File: config.mk
export PLATFORM = sky130hd
export DESIGN_NAME = ahb_cfg_regs
export DESIGN_NICKNAME = d
export VERILOG_FILES = /design/src/rtl/ahb_pkg.sv /design/src/rtl/ahb_byte_strobe.sv /design/src/rtl/ahb_cfg_regs.sv
export SDC_FILE = /design/constraint.sdc
export NUM_CORES = 1
export LEC_CHECK = 0
export CORE_AREA = 2 2 262 264
export CTS_CLUSTER_SIZE = 25
export DETAILED_ROUTE_END_ITERATION = 12
export DIE_AREA = 0 0 264 266
export SYNTH_ARGS = -nofsm -noshare
export SYNTH_HDL_FRONTEND = slang
export SYNTH_SLANG_ARGS = --single-unit
File: constraint.sdc
create_clock -name clk -period 5.26 [get_ports clk]
set_clock_uncertainty 0.2 [all_clocks]
set_input_delay 1.052 -clock clk [delete_from_list [all_inputs] [get_ports clk]]
set_output_delay 1.052 -clock clk [all_outputs]
set_load 0.005 [all_outputs]
File: src/rtl/ahb_pkg.sv
// Shared AHB-Lite types and constants for the configuration-register responder.
// Also holds the byte-lane merge helper used by the register bank and read forwarding.
package ahb_pkg;

  typedef enum logic [1:0] {
    HTRANS_IDLE   = 2'b00,
    HTRANS_BUSY   = 2'b01,
    HTRANS_NONSEQ = 2'b10,
    HTRANS_SEQ    = 2'b11
  } htrans_e;

  localparam logic [2:0] HSIZE_BYTE  = 3'b000;
  localparam logic [2:0] HSIZE_HALF  = 3'b001;
  localparam logic [2:0] HSIZE_WORD  = 3'b010;
  localparam logic [2:0] HSIZE_DWORD = 3'b011;

  localparam logic HRESP_OKAY  = 1'b0;
  localparam logic HRESP_ERROR = 1'b1;

  typedef enum logic [1:0] {
    ST_IDLE  = 2'b00,
    ST_RWAIT = 2'b01,
    ST_ERR1  = 2'b10,
    ST_ERR2  = 2'b11
  } rsp_state_e;

  function automatic logic [63:0] byte_merge(input logic [63:0] old_v,
                                             input logic [63:0] new_v,
                                             input logic [7:0]  strb);
    logic [63:0] res;
    for (int b = 0; b < 8; b++) begin
      res[b*8 +: 8] = strb[b] ? new_v[b*8 +: 8] : old_v[b*8 +: 8];
    end
    return res;
  endfunction

endpackage

File: src/rtl/ahb_byte_strobe.sv
// Maps HSIZE and the low address bits to an 8-lane write strobe plus an alignment flag.
module ahb_byte_strobe
  import ahb_pkg::*;
(
  input  logic [2:0] size,
  input  logic [2:0] offs,
  output logic [7:0] strb,
  output logic       aligned
);

  logic [7:0] mask_s;
  logic [2:0] amask_s;
  logic       size_ok_s;

  // Lane mask and alignment mask per transfer size; sizes above a doubleword have none
  always_comb begin
    mask_s    = 8'h00;
    amask_s   = 3'b000;
    size_ok_s = 1'b1;
    case (size)
      HSIZE_BYTE:  begin mask_s = 8'h01; amask_s = 3'b000; end
      HSIZE_HALF:  begin mask_s = 8'h03; amask_s = 3'b001; end
      HSIZE_WORD:  begin mask_s = 8'h0F; amask_s = 3'b011; end
      HSIZE_DWORD: begin mask_s = 8'hFF; amask_s = 3'b111; end
      default:     begin mask_s = 8'h00; amask_s = 3'b000; size_ok_s = 1'b0; end
    endcase
  end

  assign strb    = mask_s << offs;
  assign aligned = size_ok_s && ((offs & amask_s) == 3'b000);

endmodule

File: src/rtl/ahb_cfg_regs.sv
// AHB-Lite responder holding NUM_REGS-1 RW config registers plus one read-only status word.
// Optional write lock via reg0 bit 0 when AHB_CFG_LOCK_EN is defined.
module ahb_cfg_regs
  import ahb_pkg::*;
#(
  parameter int          AWIDTH    = 32,
  parameter int          DWIDTH    = 64,
  parameter int          NUM_REGS  = 8,
  parameter int          WIN_BITS  = 12,
  parameter int          RD_WAIT   = 1,
  parameter logic [63:0] RESET_VAL = 64'h0
) (
  input  logic                           clk,
  input  logic                           rst_n,
  input  logic                           sel,
  input  logic [AWIDTH-1:0]              addr,
  input  logic                           write,
  input  logic [2:0]                     size,
  input  logic [1:0]                     trans,
  input  logic                           ready,
  input  logic [DWIDTH-1:0]              wdata,
  output logic                           ready_out,
  output logic                           resp,
  output logic [DWIDTH-1:0]              rdata,
  output logic [(NUM_REGS-1)*DWIDTH-1:0] cfg_o,
  input  logic [DWIDTH-1:0]              sts_i
);

  localparam int IDXW = WIN_BITS - 3;

  rsp_state_e        state_r, nxt_state_s;
  logic              ready_r, nxt_ready_s;
  logic              resp_r, nxt_resp_s;
  logic [DWIDTH-1:0] rdata_r, nxt_rdata_s;
  logic [2:0]        cnt_r, nxt_cnt_s;
  logic [IDXW-1:0]   rd_idx_r, nxt_rd_idx_s;
  logic              wr_pend_r, nxt_wr_pend_s;
  logic [IDXW-1:0]   wr_idx_r, nxt_wr_idx_s;
  logic [7:0]        wr_strb_r, nxt_wr_strb_s;
  logic [DWIDTH-1:0] regs_r [NUM_REGS-1];

  logic              acc_s, err_s, lock_err_s, aligned_s;
  logic [7:0]        strb_s;
  logic [IDXW-1:0]   idx_s, rd_idx_s;
  logic [DWIDTH-1:0] rd_val_s;
  logic              unused_s;

  assign unused_s = ^addr[AWIDTH-1:WIN_BITS];
  assign idx_s    = addr[WIN_BITS-1:3];
  assign acc_s    = sel && ready && ready_r &&
                    ((trans == HTRANS_NONSEQ) || (trans == HTRANS_SEQ));

  ahb_byte_strobe u_strobe (
    .size    (size),
    .offs    (addr[2:0]),
    .strb    (strb_s),
    .aligned (aligned_s)
  );

`ifdef AHB_CFG_LOCK_EN
  logic lock_s;
  // Lock bit is forwarded from a reg0 write still in its data phase
  assign lock_s = (wr_pend_r && (wr_idx_r == {IDXW{1'b0}}) && wr_strb_r[0]) ? wdata[0]
                                                                            : regs_r[0][0];
  assign lock_err_s = write && lock_s && (idx_s != {IDXW{1'b0}}) &&
                      (idx_s < IDXW'(NUM_REGS - 1));
`else
  assign lock_err_s = 1'b0;
`endif

  assign err_s = (idx_s >= IDXW'(NUM_REGS)) || (size > HSIZE_DWORD) || !aligned_s ||
                 (write && (idx_s == IDXW'(NUM_REGS - 1))) || lock_err_s;

  assign rd_idx_s = (state_r == ST_RWAIT) ? rd_idx_r : idx_s;

  // Read mux with forwarding of an overlapping write data phase
  always_comb begin
    rd_val_s = {DWIDTH{1'b0}};
    for (int i = 0; i < NUM_REGS - 1; i++) begin
      rd_val_s = (rd_idx_s == IDXW'(i)) ? regs_r[i] : rd_val_s;
    end
    rd_val_s = (rd_idx_s == IDXW'(NUM_REGS - 1)) ? sts_i : rd_val_s;
    rd_val_s = (wr_pend_r && (wr_idx_r == rd_idx_s)) ? byte_merge(rd_val_s, wdata, wr_strb_r)
                                                     : rd_val_s;
  end

  // Responder FSM next state and next registered bus outputs
  always_comb begin
    nxt_state_s   = state_r;
    nxt_ready_s   = 1'b1;
    nxt_resp_s    = HRESP_OKAY;
    nxt_rdata_s   = {DWIDTH{1'b0}};
    nxt_cnt_s     = cnt_r;
    nxt_rd_idx_s  = rd_idx_r;
    nxt_wr_pend_s = 1'b0;
    nxt_wr_idx_s  = wr_idx_r;
    nxt_wr_strb_s = wr_strb_r;
    case (state_r)
      ST_RWAIT: begin
        if (cnt_r <= 3'd1) begin
          nxt_state_s = ST_IDLE;
          nxt_rdata_s = rd_val_s;
          nxt_cnt_s   = 3'd0;
        end else begin
          nxt_ready_s = 1'b0;
          nxt_cnt_s   = cnt_r - 3'd1;
        end
      end
      ST_ERR1: begin
        nxt_state_s = ST_ERR2;
        nxt_resp_s  = HRESP_ERROR;
      end
      ST_IDLE, ST_ERR2: begin
        nxt_state_s = ST_IDLE;
        if (acc_s) begin
          if (err_s) begin
            nxt_state_s = ST_ERR1;
            nxt_ready_s = 1'b0;
            nxt_resp_s  = HRESP_ERROR;
          end else if (write) begin
            nxt_wr_pend_s = 1'b1;
            nxt_wr_idx_s  = idx_s;
            nxt_wr_strb_s = strb_s;
          end else if (RD_WAIT == 0) begin
            nxt_rdata_s = rd_val_s;
          end else begin
            nxt_state_s  = ST_RWAIT;
            nxt_cnt_s    = 3'(RD_WAIT);
            nxt_rd_idx_s = idx_s;
            nxt_ready_s  = 1'b0;
          end
        end else begin
          nxt_state_s = ST_IDLE;
        end
      end
      default: nxt_state_s = ST_IDLE;
    endcase
  end

  // FSM state and registered bus outputs
  always_ff @(posedge clk or negedge rst_n) begin
    if (!rst_n) begin
      state_r   <= ST_IDLE;
      ready_r   <= 1'b1;
      resp_r    <= HRESP_OKAY;
      rdata_r   <= {DWIDTH{1'b0}};
      cnt_r     <= 3'd0;
      rd_idx_r  <= {IDXW{1'b0}};
      wr_pend_r <= 1'b0;
      wr_idx_r  <= {IDXW{1'b0}};
      wr_strb_r <= 8'h00;
    end else begin
      state_r   <= nxt_state_s;
      ready_r   <= nxt_ready_s;
      resp_r    <= nxt_resp_s;
      rdata_r   <= nxt_rdata_s;
      cnt_r     <= nxt_cnt_s;
      rd_idx_r  <= nxt_rd_idx_s;
      wr_pend_r <= nxt_wr_pend_s;
      wr_idx_r  <= nxt_wr_idx_s;
      wr_strb_r <= nxt_wr_strb_s;
    end
  end

  // Register bank commits on the edge that completes a write data phase
  always_ff @(posedge clk or negedge rst_n) begin
    if (!rst_n) begin
      for (int i = 0; i < NUM_REGS - 1; i++) regs_r[i] <= RESET_VAL;
    end else begin
      for (int i = 0; i < NUM_REGS - 1; i++) begin
        if (wr_pend_r && (wr_idx_r == IDXW'(i))) begin
          regs_r[i] <= byte_merge(regs_r[i], wdata, wr_strb_r);
        end
      end
    end
  end

  for (genvar g = 0; g < NUM_REGS - 1; g++) begin : g_cfg
    assign cfg_o[g*DWIDTH +: DWIDTH] = regs_r[g];
  end

  assign ready_out = ready_r;
  assign resp      = resp_r;
  assign rdata     = rdata_r;

endmodule

==> results of run 1 <==
==> layer usage <==
layer  global-route usage, %  vias to the layer above
met3                    7.28                      212
li1                        -                     8904
met4                    11.7                        4
met2                    48.2                     1088
met5                       0                        -
met1                    37.3                    10833
==> worst paths after layout <==
kind                             from        end  slack, ns  cells after the start
hold / removal                  rst_n  cfg_o[76]       0.31                      1
max in group asynchronous       rst_n  rdata[32]       3.32                      2
hold reg to reg              cnt_r[1]   cnt_r[1]       0.32                      2
min in group clk             cnt_r[1]   cnt_r[1]       0.32                      2
setup / recovery           state_r[1]  rdata[10]       0.82                     10
setup reg to reg           state_r[1]  rdata[10]       0.82                     10
==> registers in the layout, summed over array words and instances (netlist names) <==
signal and flops:
cfg_o 448, rdata 64, rd_idx_r 9, wr_idx_r 9
wr_strb_r 8, cnt_r 3, state_r 2, ready_out 1
resp 1, wr_pend_r 1
==> cells in the mapped netlist, types with 7 or more instances <==
cell type,number,area (µm²)
dfrtp_1,545,13600
mux2_2,455,5120
nand2_1,236,886
a22oi_1,88,661
nand3_1,72,360
o21ai_0,72,360
nor2_1,66,248
a221oi_1,60,526
a21oi_1,59,295
clkbuf_1,51,191
buf_2,48,240
a22o_1,42,368
mux2i_1,18,180
and2_1,15,93.8
a211oi_1,12,90.1
a21o_1,12,90.1
a31oi_1,10,62.6
inv_1,10,37.5
and3_1,9,56.3
nand2_2,9,56.3
nor3_1,9,45.0
o21ai_1,9,45.0
o221ai_1,9,78.8
o22ai_1,8,50.1
nor2b_1,7,43.8
==> stage by stage <==
stage | worst slack, ns | power [mW] | cells
after floorplan | 2.26 | 5.39 | 2043
after global placement | 0.637 | 6.46 | 3528
after detailed placement | 0.579 | 6.51 | 3528
after CTS | 0.916 | 10.8 | 3632
after global routing | 0.528 | 11.1 | 3636
final | 0.820 | 10.8 | 3636
==> area by class of cell <==
cell class,instances,area [µm²]
clock inverters,13,149
well taps,882,1100
repair buffers,713,7110
inverters,10,37.5
diodes,4,10.0
fillers,6036,33100
clock buffers,91,1880
flip-flops and latches,546,13700
multi-input cells,1377,10700
==> power breakdown <==
group / switching [mW] / leakage [nW] / internal (mW)
Sequential: 0.194 / 6.57 / 4.41
Clock: 1.76 / 1.01 / 2.58
Combinational: 0.996 / 6.62 / 0.834
Total: 2.95 / 14.2 / 7.83
==> layout by cell type, fill, tap and decap left out, types with 9 or more instances in the layout <==
cell type        instances
a21o_1                  12
clkdlybuf4s50_1        661
a31oi_1                 10
nand2_1                234
mux2i_1                 17
clkbuf_16               61
nor2_1                  64
inv_1                   10
a221oi_1                60
a22o_1                  42
nand3_1                 71
a211oi_1                12
nand2_2                 11
dfrtp_1                545
mux2_2                 455
o221ai_1                 9
buf_4                   43
a21oi_1                 59
a22oi_1                 88
clkbuf_8                24
o21ai_1                  9
and2_1                  15
o21ai_0                 72
==> worst max-delay path: stages (launching register included) <==
cell and delay (ns):
dfrtp_1 0.40, inv_1 0.09, ha_1 0.43, buf_4 0.36, mux2i_2 0.46, nand3_1 0.25, nor2_1 1.04, nand2_1 0.49
o221ai_1 0.33, o221a_2 0.22, nor2_1 0.04
==> logic make-up (layout without fill, tap and decap cells) <==
group | count (synthesis) | in the layout | share of synthesized area [%]
other | 0 | 4 | 0
adder cells (fa/ha/maj) | 5 | 5 | 0.251
multiplexers | 478 | 478 | 21.7
XOR/XNOR | 9 | 9 | 0.317
AND/OR/NAND/NOR | 458 | 458 | 8.45
AO/OA/AOI/OAI | 427 | 427 | 12.2
buffers and inverters | 120 | 827 | 2.23
flip-flops | 546 | 546 | 54.9
==> impl_results.md, run 1 <==
* Setup repair after global routing missed its margin: false
* Ys flop type: dfrtp_1
* Ratio of cells with drive above 1 in the final layout at 23.4%
* First-pass GRT wire length at 152 mm
* Yosys warning total at 0
* Overall die width at 264 µm
* Iteration-0 DRC count of the detailed router at 2134
* Ratio of total power to cell area at 310 nW/µm²
* Quantity of I/O buffers inserted on ports at 662
* TritonRoute pass-1 iters at 5
* Fin Hold WS at 0.310 ns
* Number of gates given a new drive strength after cts at 0
* Maximum achievable frequency at 225 MHz
* Worst-case vdd ir drop at 0.247 mV
* Number of H-tree levels at 2
* Critical path class: reg -> reg
* Class of the tightest hold or removal check: in -> async
* Count of flip-flops with a built-in enable after synthesis at 0
* Startpoint type of the worst setup path: flop
* # rows at 96
* Cells after Synth at 2043
* Capturing element type of the critical path: flop
* Top fanout value on the critical path at 19
* Total length of routed met2 wires at 50.8 mm
* Detail Placement HPWL at 74.2 mm
* Routed length on met3 at 9.20 mm
* Synthesis-to-layout area growth at 39.4%
* Clock buffer depth at 3
* Worst endpoint required time at 5.56 ns
* Area of placed instances at 32700 µm²
* Number of global-route vias before repair at 21272
* Die height at 266 µm
* Post-Synthesis Net Count at 2218
* Run status: finished clean
* Total CTS buffers at 58
* Static leakage at 14.2 nW
* Initial standard-cell utilization of the core at 36.7%
* Number of buffers added for setup after CTS at 0
* Average wire length per cell after detail routing at 29.2 µm
* Residual DRC count at 0
* Slew Viols, Final at 0
* Detailed Route WL at 106 mm
* Placeable Area at 67700 µm²
* Via count normalized by instance count at 5.79
* Worst endpoint data arrival time at 4.74 ns
* Total global routing overflow at 0
* Cell Area, Synth at 24900 µm²
* CTS Sinks at 546
* Initial antenna violation count at 6
* DRT antenna net count at 0
* Total I/O pin count at 684
* Clock tree from TritonCTS: done
* Worst rel slew slack at 11.1%
* Final design utilization at 51.2%
* DIE AREA at 70200 µm²
* Via count of the routed design at 21041
* Post-synthesis sequential area ratio at 54.9%
* Routed met1 length at 41.7 mm
* Hold violation count in the final report at 0
* Overall routing resource usage at 29.4%
* Worst-path clk slew at 0.06 ns
* Post-route design area at 34700 µm²
* CTS Root Buffer Type: clkbuf_16
* Global placer's final weighted congestion at 0.897
* Top routing layer in use: met5
* Transition time at the pin with the least slew margin at 1.33 ns
* Synthesized area per cell at 12.2 µm²
* Number of register bits inferred by synthesis at 546
* Largest net degree at the start of global routing at 108
* Hold_buf cts at 0
* Final critical delay including setup and external delays at 4.44 ns
* Setup-violating endpoint count in the final report at 0
* Number of violations of the max-capacitance limit at 0
* Fin nets at 2881
* Final worst-path cycle share at 84.4%
* Distinct cells, synth at 73
* Worst-Skew Late Latency at 0.61 ns
* Async S/R FF share, synth at 100%
* Sum of negative setup slack at 0 ns
(Power assumes the default switching activity.)
==> run 2: changes to the inputs <==
CORE_AREA = 2 2 265 267   (was 2 2 262 264)
DIE_AREA = 0 0 267 269   (was 0 0 264 266)
clock period = 4.6 ns   (was 5.26 ns; I/O delays follow)
==> run 2 against run 1 <==
Compared with the run above: die area grew 2.3%; flip-flop and latch count unchanged; worst setup slack worse by 0.19 ns; clock power up 15%; final area up 0.71%; non-clock buffer count grew 13; combinational power rose by 15%; hold slack got worse by 0.13 ns; via count increased by 1.1%; first-iteration DRC count is 7.1% higher.
==> impl_results.md, run 2 (synthesis results as in run 1) <==
* Hold violation count in the final report at 0 (unchanged)
* Number of gates given a new drive strength after cts at 0 (unchanged)
* Via count of the routed design at 21272 (+1.1%)
* Static leakage at 14.3 nW (+0.52%)
* Post-Place Worst Slack at 0.163 ns (-0.416 ns)
* Average wire length per cell after detail routing at 28.7 µm (-1.8%)
* Worst rel slew slack at 35.7% (+25 points)
* Register-to-Register Setup Slack at 0.63 ns (-0.19 ns)
* Die height at 269 µm (+1.1%)
* Hold_buf cts at 0 (unchanged)
* Setup-violating endpoint count in the final report at 0 (unchanged)
* Final design utilization at 50.4% (-0.80 points)
* Placeable Area at 69300 µm² (+2.3%)
* Final setup slack of the worst path at 0.634 ns (-0.187 ns)
* CTS Root Buffer Type: clkbuf_16
* Largest net degree at the start of global routing at 100 (-7.4%)
* Ratio of cells with drive above 1 in the final layout at 23.8% (+0.35 points)
* Number of buffers added for setup after CTS at 0 (unchanged)
* Number of global-route vias before repair at 21331 (+0.28%)
* Worst endpoint data arrival time at 4.25 ns (-0.49 ns)
* Maximum achievable frequency at 252 MHz (+12%)
* First-pass GRT wire length at 151 mm (-0.71%)
* Worst-path clk slew at 0.06 ns (about the same)
* Slew Viols, Final at 0 (unchanged)
* Final worst-path cycle share at 86.2% (+1.8 points)
* Via count normalized by instance count at 5.74 (-0.89%)
* Fin nets at 2895 (+0.49%)
* TritonRoute pass-1 iters at 6 (+1)
* Total global routing overflow at 0 (unchanged)
* Clock buffer depth at 3 (unchanged)
* Final critical delay including setup and external delays at 3.97 ns (-0.473 ns)
* Setup repair after global routing missed its margin: false
* Quantity of I/O buffers inserted on ports at 662 (unchanged)
* Cell-by-cell trace of the critical path: inv_1, ha_1, buf_4, mux2_2, nor3_2, nand3_1, o221ai_1, nor2_1, a2111oi_0, o21ai_0
* Critical path class: reg -> reg
* Clock network fraction of total power at 40.3% (about the same)
* Detailed Route WL at 106 mm (+0.20%)
* Overall die width at 267 µm (+1.1%)
* Most frequent cells in the layout: clkdlybuf4s50_1 (661), dfrtp_1 (545), mux2_2 (455)
* Startpoint type of the worst setup path: flop
* Transition time at the pin with the least slew margin at 0.963 ns (-0.366 ns)
* Capturing element type of the critical path: flop
* Number of H-tree levels at 2 (unchanged)
* Synthesis-to-layout area growth at 40.3%
* Residual DRC count at 0 (unchanged)
* Storage cell area at 13700 µm² (unchanged)
* Detail Placement HPWL at 75.7 mm (+2.0%)
* Number of violations of the max-capacitance limit at 0 (unchanged)
* Switching pwr at 3.41 mW (+16%)
* Worst-Skew Late Latency at 0.62 ns (about the same)
* Overall routing resource usage at 28.7% (-0.70 points)
* Initial antenna violation count at 4 (-2)
* Area used by multi-input combinational logic at 10700 µm² (unchanged)
* Worst-case vdd ir drop at 0.269 mV (+8.9%)
* Top fanout value on the critical path at 13 (-6)
* Switching share of power at 27.6% (+0.26 points)
* Slowest stage delay, CP at 0.57 ns (-0.47 ns)
* Ratio of total power to cell area at 354 nW/µm² (+14%)
* CTS Sinks at 546 (unchanged)
* Total CTS buffers at 59 (+1.7%)
* Global placer's final weighted congestion at 0.941 (+5.0%)
* Class of the tightest hold or removal check: in -> async
* Worst endpoint required time at 4.88 ns (-0.68 ns)
* DIE AREA at 71800 µm² (+2.3%)
* Power Internal at 8.95 mW (+14%)
* Flip-flop count of the largest register, all copies and words added at 448 (unchanged)
* Most common cell after layout, fill and taps aside: clkdlybuf4s50_1
* Clock tree from TritonCTS: done
* Total buffers and inverters traversed by the critical path at 2 (unchanged)
* Run status: finished clean
* Sum of negative setup slack at 0 ns (unchanged)
* Iteration-0 DRC count of the detailed router at 2285 (+7.1%)
* Initial standard-cell utilization of the core at 35.9% (-0.82 points)
* Part of the total power dissipated in sequential elements at 42.6% (-0.2 points)
* # rows at 97 (+1.0%)
* Comb pwr share at 17.0% (about the same)
* DRT antenna net count at 0 (unchanged)
* Slowest stage cell on the critical path: nand3_1
* Total I/O pin count at 684 (unchanged)
* Top cell family by delay on the critical path: simple AND/OR/NAND/NOR gates
* Filler cell count at 6057 (+0.35%)
## run 2: layer usage
| layer | vias to the layer above | track usage (%) | routed length (µm) |
|---|---|---|---|
| met5 | - | 0 | 41 |
| met4 | 6 | 9.64 | 3820 |
| met3 | 237 | 6.88 | 9400 |
| met2 | 1206 | 47.4 | 50900 |
| met1 | 10844 | 37.0 | 42200 |
| li1 | 8979 | - | - |
## run 2: path summary, 6_finish.rpt
kind | to | from | depth (start not counted)
max | rdata[63] | state_r[1] | 10
min | cfg_o[76] | rst_n | 1
max reg2reg | rdata[63] | state_r[1] | 10
min reg2reg | cfg_o[139] | cfg_o[139] | 1
max in group asynchronous | cfg_o[257] | rst_n | 2
min in group clk | cfg_o[139] | cfg_o[139] | 1
## run 2: power groups by stage
stage	Clock, mW	Sequential (mW)	Combinational, mW
after global routing	5.25	5.30	2.24
after detailed placement	0	5.35	2.10
final	4.99	5.27	2.11
after CTS	5.05	5.27	2.10
after global placement	0	5.34	2.06
after floorplan	0	5.30	0.858
## run 2: final cells by class
| cell class | count | share of cell area, % |
|---|---|---|
| flip-flops and latches | 546 | 39.1 |
| multi-input cells | 1377 | 30.7 |
| repair buffers | 726 | 20.9 |
| clock buffers | 83 | 4.95 |
| well taps | 940 | 3.37 |
| clock inverters | 26 | 0.842 |
| inverters | 10 | 0.107 |
| diodes | 1 | 0.00716 |
## run 2: stage by stage
stage / hold WS (ns) / instances / power (mW) / area, µm²
floorplan: 0.266 / 2043 / 6.16 / 24900
global placement: 0.280 / 3598 / 7.40 / 32900
detailed placement: 0.316 / 3598 / 7.45 / 32900
CTS: 0.201 / 3707 / 12.4 / 34900
global route: 0.242 / 3708 / 12.8 / 34900
finish: 0.183 / 3709 / 12.4 / 34900
==> run 3: changes to the inputs <==
CAP_MARGIN = 20   (was not set)
==> run 3 against run 2 <==
Compared with the run above: wire length hardly changed; combinational power about the same; global-route usage about the same; sequential power barely moved; non-clock buffer count unchanged; clock power rose by 4.2%; fmax grew 0.71%; worst setup slack better by 0.028 ns; total power is 1.7% higher; flip-flop and latch count unchanged.
==> impl_results.md, run 3 (synthesis results as in run 1) <==
* TritonRoute pass-1 iters at 7 (+1)
* Most common cell after layout, fill and taps aside: clkdlybuf4s50_1
* Storage cell area at 13700 µm² (unchanged)
* Slew Viols, Final at 0 (unchanged)
* Worst endpoint data arrival time at 4.24 ns (about the same)
* Hold violation count in the final report at 0 (unchanged)
* Transition time at the pin with the least slew margin at 0.953 ns (-0.0105 ns)
* Worst-path clk slew at 0.06 ns (about the same)
* # placed instances at 3599 (+0.028%)
* Iteration-0 DRC count of the detailed router at 2315 (+1.3%)
* Final setup slack of the worst path at 0.661 ns (+0.0278 ns)
* Filler cell count at 6059 (+0.033%)
* Total I/O pin count at 684 (unchanged)
* Quantity of I/O buffers inserted on ports at 662 (unchanged)
* Final design utilization at 50.6% (+0.20 points)
* First-pass GRT wire length at 151 mm (about the same)
* Post-Place Worst Slack at 0.526 ns (+0.363 ns)
* Initial standard-cell utilization of the core at 35.9% (unchanged)
* Total global routing overflow at 0 (unchanged)
* Ratio of total power to cell area at 359 nW/µm² (+1.3%)
* Number of global-route vias before repair at 21354 (+0.11%)
* Fin Hold WS at 0.168 ns (-0.0149 ns)
* Sum of negative setup slack at 0 ns (unchanged)
* Area of placed instances at 32900 µm² (about the same)
* Hold_buf cts at 0 (unchanged)
* Post-route design area at 35100 µm² (+0.40%)
* Total CTS buffers at 60 (+1.7%)
* Detail Placement HPWL at 75.8 mm (+0.19%)
* Area used by multi-input combinational logic at 10700 µm² (unchanged)
* Critical path class: reg -> reg
* Via count of the routed design at 21163 (-0.51%)
* Detailed Route WL at 106 mm (about the same)
* Via count normalized by instance count at 5.69 (-0.73%)
* Overall routing resource usage at 28.7% (+0.044 points)
* Startpoint type of the worst setup path: flop
* Flip-flop count of the largest register, all copies and words added at 448 (unchanged)
* Number of violations of the max-capacitance limit at 0 (unchanged)
* Number of H-tree levels at 2 (unchanged)
* Setup-violating endpoint count in the final report at 0 (unchanged)
* Placeable Area at 69300 µm² (unchanged)
* Final worst-path cycle share at 85.6% (-0.60 points)
* Final total power at 12.6 mW (+1.7%)
* Worst-Skew Late Latency at 0.62 ns (about the same)
* CTS Root Buffer Type: clkbuf_16
* Synthesis-to-layout area growth at 40.9%
* Capturing element type of the critical path: flop
* Run status: finished clean
* # rows at 97 (unchanged)
* CTS Sinks at 546 (unchanged)
* Source of the worst register-to-register timing path: state_r[1]
* Initial antenna violation count at 7 (+3)
* Final critical delay including setup and external delays at 3.94 ns (-0.0278 ns)
* Die height at 269 µm (unchanged)
* Worst-case vdd ir drop at 0.273 mV (+1.5%)
* Static leakage at 14.3 nW (+0.48%)
* DIE AREA at 71800 µm² (unchanged)
* Worst r2r path cells at 10 (unchanged)
* Residual DRC count at 0 (unchanged)
* Ratio of cells with drive above 1 in the final layout at 23.9% (+0.15 points)
* Clock buffer depth at 3 (unchanged)
* Average wire length per cell after detail routing at 28.6 µm (-0.27%)
* Maximum achievable frequency at 254 MHz (+0.71%)
* Number of standard cells in the final layout excluding fillers at 3717 (+0.22%)
* Setup repair after global routing missed its margin: false
* Capturing point of the worst reg2reg path: rdata[63]
* Most frequent cells in the layout: clkdlybuf4s50_1 (661), dfrtp_1 (545), mux2_2 (455)
* Worst endpoint required time at 4.90 ns (+0.02 ns)
* Class of the tightest hold or removal check: in -> async
* Global placer's final weighted congestion at 0.941 (unchanged)
* Fin nets at 2896 (+0.035%)
* Register-to-Register Setup Slack at 0.66 ns (+0.03 ns)
* DRT antenna net count at 0 (unchanged)
* Overall die width at 267 µm (unchanged)
* Number of gates given a new drive strength after cts at 0 (unchanged)
* Number of buffers added for setup after CTS at 0 (unchanged)
* Largest net degree at the start of global routing at 100 (unchanged)
* Clock tree from TritonCTS: done
* Top fanout value on the critical path at 13 (unchanged)
* Worst rel slew slack at 36.4% (+0.70 points)
[run 3: changes by cell type in the layout (fill, tap and decap cells not counted), sizes merged]
cell      before  now
clkbuf        83   88
diode          1    5
clkinv        16   13
bufinv         6    8
clkinvlp       4    2
inv           10   12
[run 3: power breakdown]
part	internal, mW	switching, mW
registers	5.04	0.228
logic	0.964	1.14
clock network	3.16	2.04
[run 3: per-layer routing]
layer / vias up / track usage (%) / wire length, µm
met5: - / 0 / 22
met4: 4 / 11.6 / 4510
met3: 243 / 6.85 / 9180
met2: 1129 / 47.2 / 50900
met1: 10818 / 36.6 / 41600
li1: 8969 / - / -
[run 3: area by class of cell]
cell class,count,share of cell area (%)
inverters,10,0.107
repair buffers,726,20.8
diodes,5,0.0357
clock inverters,25,0.974
well taps,940,3.35
flip-flops and latches,546,39.0
multi-input cells,1377,30.6
clock buffers,88,5.15
[run 3: critical path: stages (launching register included)]
cell and delay [ns]:
dfrtp_1 0.40, inv_1 0.08, ha_1 0.55, buf_4 0.32, mux2_2 0.41, nor3_2 0.33, nand3_1 0.56, o221ai_1 0.39
nor2_1 0.06, a2111oi_0 0.40, o21ai_0 0.12
[run 3: how the worst max path moves through the flow]
stage	from	end	depth (start not counted)
2_1_floorplan	addr[4]	rdata[9]	10
3_5_place_dp	addr[3]	rdata[63]	8
5_1_grt	state_r[1]	rdata[21]	12
6_report	state_r[1]	rdata[63]	10
3_3_place_gp	addr[10]	rdata[10]	8
4_1_cts	state_r[1]	rdata[63]	10
